## src/rtl/cpu_fetch_decode_if.sv

```systemverilog
// Byte-wide instruction fetch port between the CPU sequencer and program memory.
interface cpu_fetch_decode_if;
  logic       mem_req;
  logic [7:0] mem_addr;
  logic       mem_ack;
  logic [7:0] mem_rdata;

  modport master (output mem_req, mem_addr, input mem_ack, mem_rdata);
  modport slave  (input mem_req, mem_addr, output mem_ack, mem_rdata);
endinterface

```

## src/rtl/cpu_fetch_decode.sv

```systemverilog
// Fetch/decode/sequence controller for the 8-bit CPU: two-byte fetch, decode,
// register-file control, ALU opcode and jump/branch resolution.
module cpu_fetch_decode #(
  parameter logic [7:0]  RESET_PC   = 8'h00,
  parameter int unsigned WAIT_LIMIT = 15,
  parameter int unsigned CNT_W      = 4
) (
  input  logic                      clk,
  input  logic                      rst,
  cpu_fetch_decode_if.master        bus,
  input  logic [7:0]                reg_a,
  input  logic [7:0]                alu_result,
  output logic [7:0]                pc,
  output logic [3:0]                rs,
  output logic [3:0]                rt,
  output logic [3:0]                rd,
  output logic [2:0]                alu_op,
  output logic                      rf_we,
  output logic                      rf_oe,
  output logic [7:0]                rf_wdata,
  output logic                      halted,
  output logic                      fault,
  output logic                      illegal
);

  typedef enum logic [2:0] {
    FETCH_HI,
    FETCH_LO,
    DECODE,
    EXEC,
    WB,
    HALTED
  } state_t;

  state_t           state, state_n;
  logic [15:0]      ir;
  logic [CNT_W-1:0] wait_cnt;
  logic             req, req_n;
  logic             fetching, accept, timeout, jump_taken;
  logic [3:0]       op;

  assign op = ir[15:12];

  always_comb begin
    fetching   = (state == FETCH_HI) || (state == FETCH_LO);
    accept     = fetching && req && bus.mem_ack;
    timeout    = fetching && req && !bus.mem_ack &&
                 (wait_cnt == CNT_W'(WAIT_LIMIT - 1));
    jump_taken = (op == 4'h8) || ((op == 4'h9) && (reg_a == '0));
    state_n    = state;
    case (state)
      FETCH_HI: if (timeout) state_n = HALTED;
                else if (accept) state_n = FETCH_LO;
      FETCH_LO: if (timeout) state_n = HALTED;
                else if (accept) state_n = DECODE;
      DECODE:   state_n = EXEC;
      EXEC: begin
        if (op inside {[4'h1:4'h7]}) state_n = WB;
        else if (op == 4'hF)         state_n = HALTED;
        else                         state_n = FETCH_HI;
      end
      WB:       state_n = FETCH_HI;
      HALTED:   state_n = HALTED;
      default:  state_n = FETCH_HI;
    endcase
    // Request is registered so it is low right after reset yet rises on entry to a fetch state.
    req_n = (state_n == FETCH_HI) || (state_n == FETCH_LO);
  end

  always_ff @(posedge clk) begin
    if (!rst) begin
      state    <= FETCH_HI;
      req      <= 1'b0;
      pc       <= RESET_PC;
      ir       <= '0;
      wait_cnt <= '0;
      rs       <= '0;
      rt       <= '0;
      rd       <= '0;
      alu_op   <= '0;
      rf_wdata <= '0;
      fault    <= 1'b0;
    end else begin
      state <= state_n;
      req   <= req_n;
      case (state)
        FETCH_HI, FETCH_LO: begin
          if (accept) begin
            if (state == FETCH_HI) ir[15:8] <= bus.mem_rdata;
            else                   ir[7:0]  <= bus.mem_rdata;
            pc       <= pc + 8'd1;
            wait_cnt <= '0;
          end else if (req) begin
            wait_cnt <= wait_cnt + CNT_W'(1);
            if (timeout) fault <= 1'b1;
          end
        end
        DECODE: begin
          rd     <= ir[11:8];
          rt     <= ir[3:0];
          // BEQZ tests the register named in the rd field.
          rs     <= (op == 4'h9) ? ir[11:8] : ir[7:4];
          alu_op <= ir[14:12];
        end
        EXEC: begin
          if (op == 4'h6)      rf_wdata <= ir[7:0];
          else if (op == 4'h7) rf_wdata <= reg_a;
          else                 rf_wdata <= alu_result;
          if (jump_taken) pc <= ir[7:0];
        end
        default: ;
      endcase
    end
  end

  always_comb begin
    bus.mem_req  = req;
    bus.mem_addr = pc;
    rf_we        = (state == WB);
    rf_oe        = (state == DECODE) || (state == EXEC);
    halted       = (state == HALTED);
    illegal      = (state == DECODE) && (op inside {[4'hA:4'hE]});
  end

endmodule

```

## src/flat_wrapper.sv

```systemverilog
// flat-port wrapper written by rule: the top's interface ports become plain ports
module cpu_fetch_decode_flat 
#(
  parameter logic [7:0]  RESET_PC   = 8'h00,
  parameter int unsigned WAIT_LIMIT = 15,
  parameter int unsigned CNT_W      = 4
)
  (clk, rst, reg_a, alu_result, pc, rs, rt, rd, alu_op, rf_we, rf_oe, rf_wdata, halted, fault, illegal, bus_mem_req, bus_mem_addr, bus_mem_ack, bus_mem_rdata);
  cpu_fetch_decode_if bus_i ();
  input  logic clk;
  input  logic rst;
  input  logic [7:0] reg_a;
  input  logic [7:0] alu_result;
  output logic [7:0] pc;
  output logic [3:0] rs;
  output logic [3:0] rt;
  output logic [3:0] rd;
  output logic [2:0] alu_op;
  output logic rf_we;
  output logic rf_oe;
  output logic [7:0] rf_wdata;
  output logic halted;
  output logic fault;
  output logic illegal;
  output wire logic [$bits(bus_i.mem_req)-1:0] bus_mem_req;
  output wire logic [$bits(bus_i.mem_addr)-1:0] bus_mem_addr;
  input wire logic [$bits(bus_i.mem_ack)-1:0] bus_mem_ack;
  input wire logic [$bits(bus_i.mem_rdata)-1:0] bus_mem_rdata;
  assign bus_mem_req = bus_i.mem_req;
  assign bus_mem_addr = bus_i.mem_addr;
  assign bus_i.mem_ack = bus_mem_ack;
  assign bus_i.mem_rdata = bus_mem_rdata;
  cpu_fetch_decode #(.RESET_PC(RESET_PC), .WAIT_LIMIT(WAIT_LIMIT), .CNT_W(CNT_W)) u_core (.clk(clk), .rst(rst), .bus(bus_i), .reg_a(reg_a), .alu_result(alu_result), .pc(pc), .rs(rs), .rt(rt), .rd(rd), .alu_op(alu_op), .rf_we(rf_we), .rf_oe(rf_oe), .rf_wdata(rf_wdata), .halted(halted), .fault(fault), .illegal(illegal));
endmodule
```

## config.mk

```make
export PLATFORM = sky130hd
export DESIGN_NAME = cpu_fetch_decode_flat
export DESIGN_NICKNAME = d
export VERILOG_FILES = /design/src/rtl/cpu_fetch_decode_if.sv /design/src/rtl/cpu_fetch_decode.sv /design/src/flat_wrapper.sv
export SDC_FILE = /design/constraint.sdc
export NUM_CORES = 1
export LEC_CHECK = 0
export ABC_AREA = 0
export BUFFER_PORTS_ARGS = -buffer_cell sky130_fd_sc_hd__buf_2
export CAP_MARGIN = 40
export CORE_MARGIN = 5
export CORE_UTILIZATION = 25
export DETAILED_ROUTE_END_ITERATION = 16
export GPL_TIMING_DRIVEN = 0
export HOLD_SLACK_MARGIN = 0.15
export PLACE_DENSITY = 0.48
export SETUP_SLACK_MARGIN = 0.02
export SYNTH_ARGS = -nofsm -noshare
export SYNTH_HDL_FRONTEND = slang
export SYNTH_SLANG_ARGS = --single-unit
```

## constraint.sdc

```tcl
create_clock -name clk -period 1.7 [get_ports clk]
set_input_delay 0.34 -clock clk [delete_from_list [all_inputs] [get_ports clk]]
set_output_delay 0.34 -clock clk [all_outputs]
set_load 0.05 [all_outputs]
```

==> flow_metrics.env <==
export IMPL_status="completed"
export IMPL_yosysUniqueCellTypes=56
export IMPL_netlist_area_um2=2865
export IMPL_reg2regPathDepth=7
export IMPL_crit_family="flip-flops"
export IMPL_root_buffer="clkbuf_16"
export IMPL_worst_r2r_endpoint="u_core.bus.mem_addr[5]"
export IMPL_hold_depth=3
export IMPL_dp_hpwl_um=7105
export IMPL_core_area_um2=11320
export IMPL_min_period_ps=1641
export IMPL_cts_buffers=5
export IMPL_synth_avg_cell_area_um2=8.427
export IMPL_synth_edf_count=0
export IMPL_area_growth_pct=29.13
export IMPL_gr_total_overflow=0
export IMPL_hold_viol_final=0
export IMPL_ys_warnings_count=0
export IMPL_die_w_um=117.1
export IMPL_insertion_delay_ps=300
export IMPL_path_cells="buf_6 -> nand2b_4 -> nor2_4 -> o2111a_2 -> buf_8"
export IMPL_portBuffers=71
export IMPL_routabilityCongestion=0.8781
export IMPL_power_density_nw_per_um2=1160
export IMPL_cts_sinks=56
export IMPL_max_cap_violations=0
export IMPL_p_total_mw=4.290
export IMPL_cp_num_buf_inv=2
export IMPL_p_leak_nw=1.457
export IMPL_die_h_um=117.1
export IMPL_fin_area_um2=3700
export IMPL_dp_cells=554
export IMPL_grt_use_met1_pct=18.14
export IMPL_drt_wl_total_um=9357
export IMPL_grt_busiest_layer="met2"
export IMPL_setup_slack_ps=58.64
export IMPL_initial_core_util_pct=25.31
export IMPL_timing_worst_slew_pin_value_ps=663.1
export IMPL_clk_path_buf_depth=2
export IMPL_wl_per_cell_um=16.47
export IMPL_worstSetupPathType="reg -> out"
export IMPL_crit_path_end_kind="output port"
export IMPL_grt_use_met3_pct=2.571
export IMPL_final_cells=568
export IMPL_multiInputGateArea_um2=1578
export IMPL_holdPathEnd="u_core.ir[9]"
export IMPL_cts_tree="built"
export IMPL_fillers=1222
export IMPL_grt_total_usage_pct=13.66
export IMPL_row_count=39
export IMPL_htree_levels=2
export IMPL_grt_pass1_wl_um=14410
export IMPL_regArea_um2=1130
export IMPL_setup_viol=0
export IMPL_post_place_ws_ps=-222.6
export IMPL_antenna_found_initial=0
export IMPL_grt_pass1_vias=2659
export IMPL_drive_above_1_share_pct=32.94
export IMPL_max_freq_mhz=609.3
export IMPL_vias=2791
export IMPL_clock_skew_ps=4.915
export IMPL_yosysSeqAreaShare_pct=39.13
export IMPL_max_stage_delay_ps=330
export IMPL_num_antenna_cells=0
export IMPL_synthArstFlopShare_pct=0
export IMPL_ctsHoldBuffers=0
export IMPL_synth_ff_type="dfxtp_1"
export IMPL_timing_rr_start="u_core.state[1]"
export IMPL_critPathLaunchType="flip-flop"
export IMPL_clk_pin_slew_worst_paths_ps=70
export IMPL_max_slew_margin_pct=55.80
export IMPL_postSynthCellCount=340
export IMPL_syn_nets=370
export IMPL_min_path_type="in -> reg"
export IMPL_first_iter_violations=213
export IMPL_cp_required_ps=1360
export IMPL_irDropWorstVdd_mv=0.5115
export IMPL_critical_path_max_fanout=5
export IMPL_rsz0062_at_grt="true"
export IMPL_drc=0
export IMPL_arrival_ps=1300
export IMPL_hold_slack_ps=306.6
export IMPL_slowest_stage="dfxtp_2"
export IMPL_grt_max_degree=19
export IMPL_grtUsageMet2_pct=22.11
export IMPL_r2r_slack_ps=70
export IMPL_drt_pass1_iter_count=4
export IMPL_vias_per_cell=4.914
export IMPL_nNetsFinal=454
export IMPL_fp_dieArea_um2=13700
export IMPL_slew_viol_final=0
export IMPL_post_route_period_util_pct=96.55
export IMPL_ys_ff_latch=56
export IMPL_min_delay_start="bus_mem_rdata[1]"
export IMPL_ant_nets=0
export IMPL_ios=72
export IMPL_place_area_um2=3408
==> power breakdown <==
part	switching, mW	total (mW)	internal [mW]
registers	0.131	1.58	1.45
clock network	0.510	1.06	0.553
logic	1.08	1.64	0.561
total	1.72	4.29	2.57
==> cells in the mapped netlist, types with 4 or more instances <==
library cell	instances	area, um2
a21oi_1	45	225.2
buf_4	11	82.58
nand2_1	65	244.0
clkbuf_1	10	37.54
nor3_1	4	20.02
dfxtp_1	56	1121
o21ai_0	14	70.07
mux2i_1	13	130.1
o211ai_1	10	75.07
buf_2	8	40.04
nand3_1	12	60.06
inv_1	6	22.52
a211oi_1	6	45.04
nor2_1	20	75.07
==> worst max-delay path by stage <==
stage	end	from	slack (ps)	depth (start not counted)
floorplan	u_core.bus.mem_req	u_core.bus.mem_req	20	4
global placement	illegal	u_core.state[2]	-210	6
detailed placement	illegal	u_core.state[2]	-220	6
CTS	illegal	u_core.state[2]	-30	5
global route	u_core.bus.mem_addr[5]	u_core.state[1]	-20	7
finish	illegal	u_core.state[1]	60	5
==> sequential cells by signal (all words and copies together) (netlist names) <==
signal               cells
u_core.alu_op            3
u_core.bus.mem_addr      8
u_core.bus.mem_req       1
u_core.fault             1
u_core.ir               16
u_core.rd                4
u_core.rf_wdata          8
u_core.rs                4
u_core.rt                4
u_core.state             3
u_core.wait_cnt          4
==> what timing repair did <==
| action | in CTS | in global routing |
|---|---|---|
| cloned | 0 | 0 |
| setup buffers | 5 | 4 |
| pin swaps | 0 | 3 |
| resized for setup | 22 | 14 |
| endpoints found under the setup margin | 5 | 21 |
==> placed cells by master (no fill, tap or decap), types with 2 or more instances in the layout <==
cell type | netlist | routed
and4_1 | 3 | 2
clkbuf_16 | 0 | 5
o22ai_1 | 3 | 3
dfxtp_2 | 0 | 4
nor3_2 | 0 | 2
a21boi_0 | 2 | 2
a21oi_1 | 45 | 45
o21ai_0 | 14 | 14
dfxtp_1 | 56 | 51
nand2_1 | 65 | 65
nand3_1 | 12 | 12
inv_1 | 6 | 6
nand4_1 | 2 | 2
buf_2 | 8 | 73
o21ai_1 | 3 | 3
a211oi_1 | 6 | 6
nor4_4 | 2 | 2
clkbuf_1 | 10 | 7
ha_1 | 3 | 3
clkbuf_4 | 0 | 2
a31oi_1 | 2 | 2
buf_6 | 3 | 7
nor3_1 | 4 | 2
o211ai_1 | 10 | 10
buf_4 | 11 | 19
and2_1 | 3 | 2
mux2i_1 | 13 | 13
nor2_1 | 20 | 18
o32ai_2 | 2 | 2
==> metrics by stage <==
step	setup TNS, ps	utilization, %
after floorplan	0	-
after global placement	-1578	30.11
after detailed placement	-1856	30.11
after CTS	-31.44	32.25
after global routing	-35.25	32.68
final	0	32.68
==> layout make-up <==
type | count | area share (%)
tap | 143 | 4.836
sequential | 56 | 30.54
inverter | 6 | 0.6087
multi-input combinational | 246 | 42.64
timing repair buffer | 80 | 12.11
clock inverter | 3 | 0.6087
buffer | 29 | 5.276
clock buffer | 5 | 3.382
==> tightest hold or removal path: cells and delay by family <==
family / cells / cell delay (ps)
buf+inv: 1 / 110
compound gates: 1 / 50
simple gates: 1 / 50
==> cell families after synthesis <==
logic type      count (synthesis)  share of synthesized area, %
flops                          56                         39.13
compound gates                100                         22.58
simple gates                  129                         24.59
fa+ha+maj                       3                         1.310
buf+inv                        38                         7.555
xor+xnor                        1                        0.3057
mux                            13                         4.541
==> layer usage <==
metal  vias up  share of wire (%)
li1       1371                  -
met1      1317                 46
met2        88                 45
met3        15                6.2
met4         0                2.8
met5         -                  0
(Power assumes the default switching activity.)
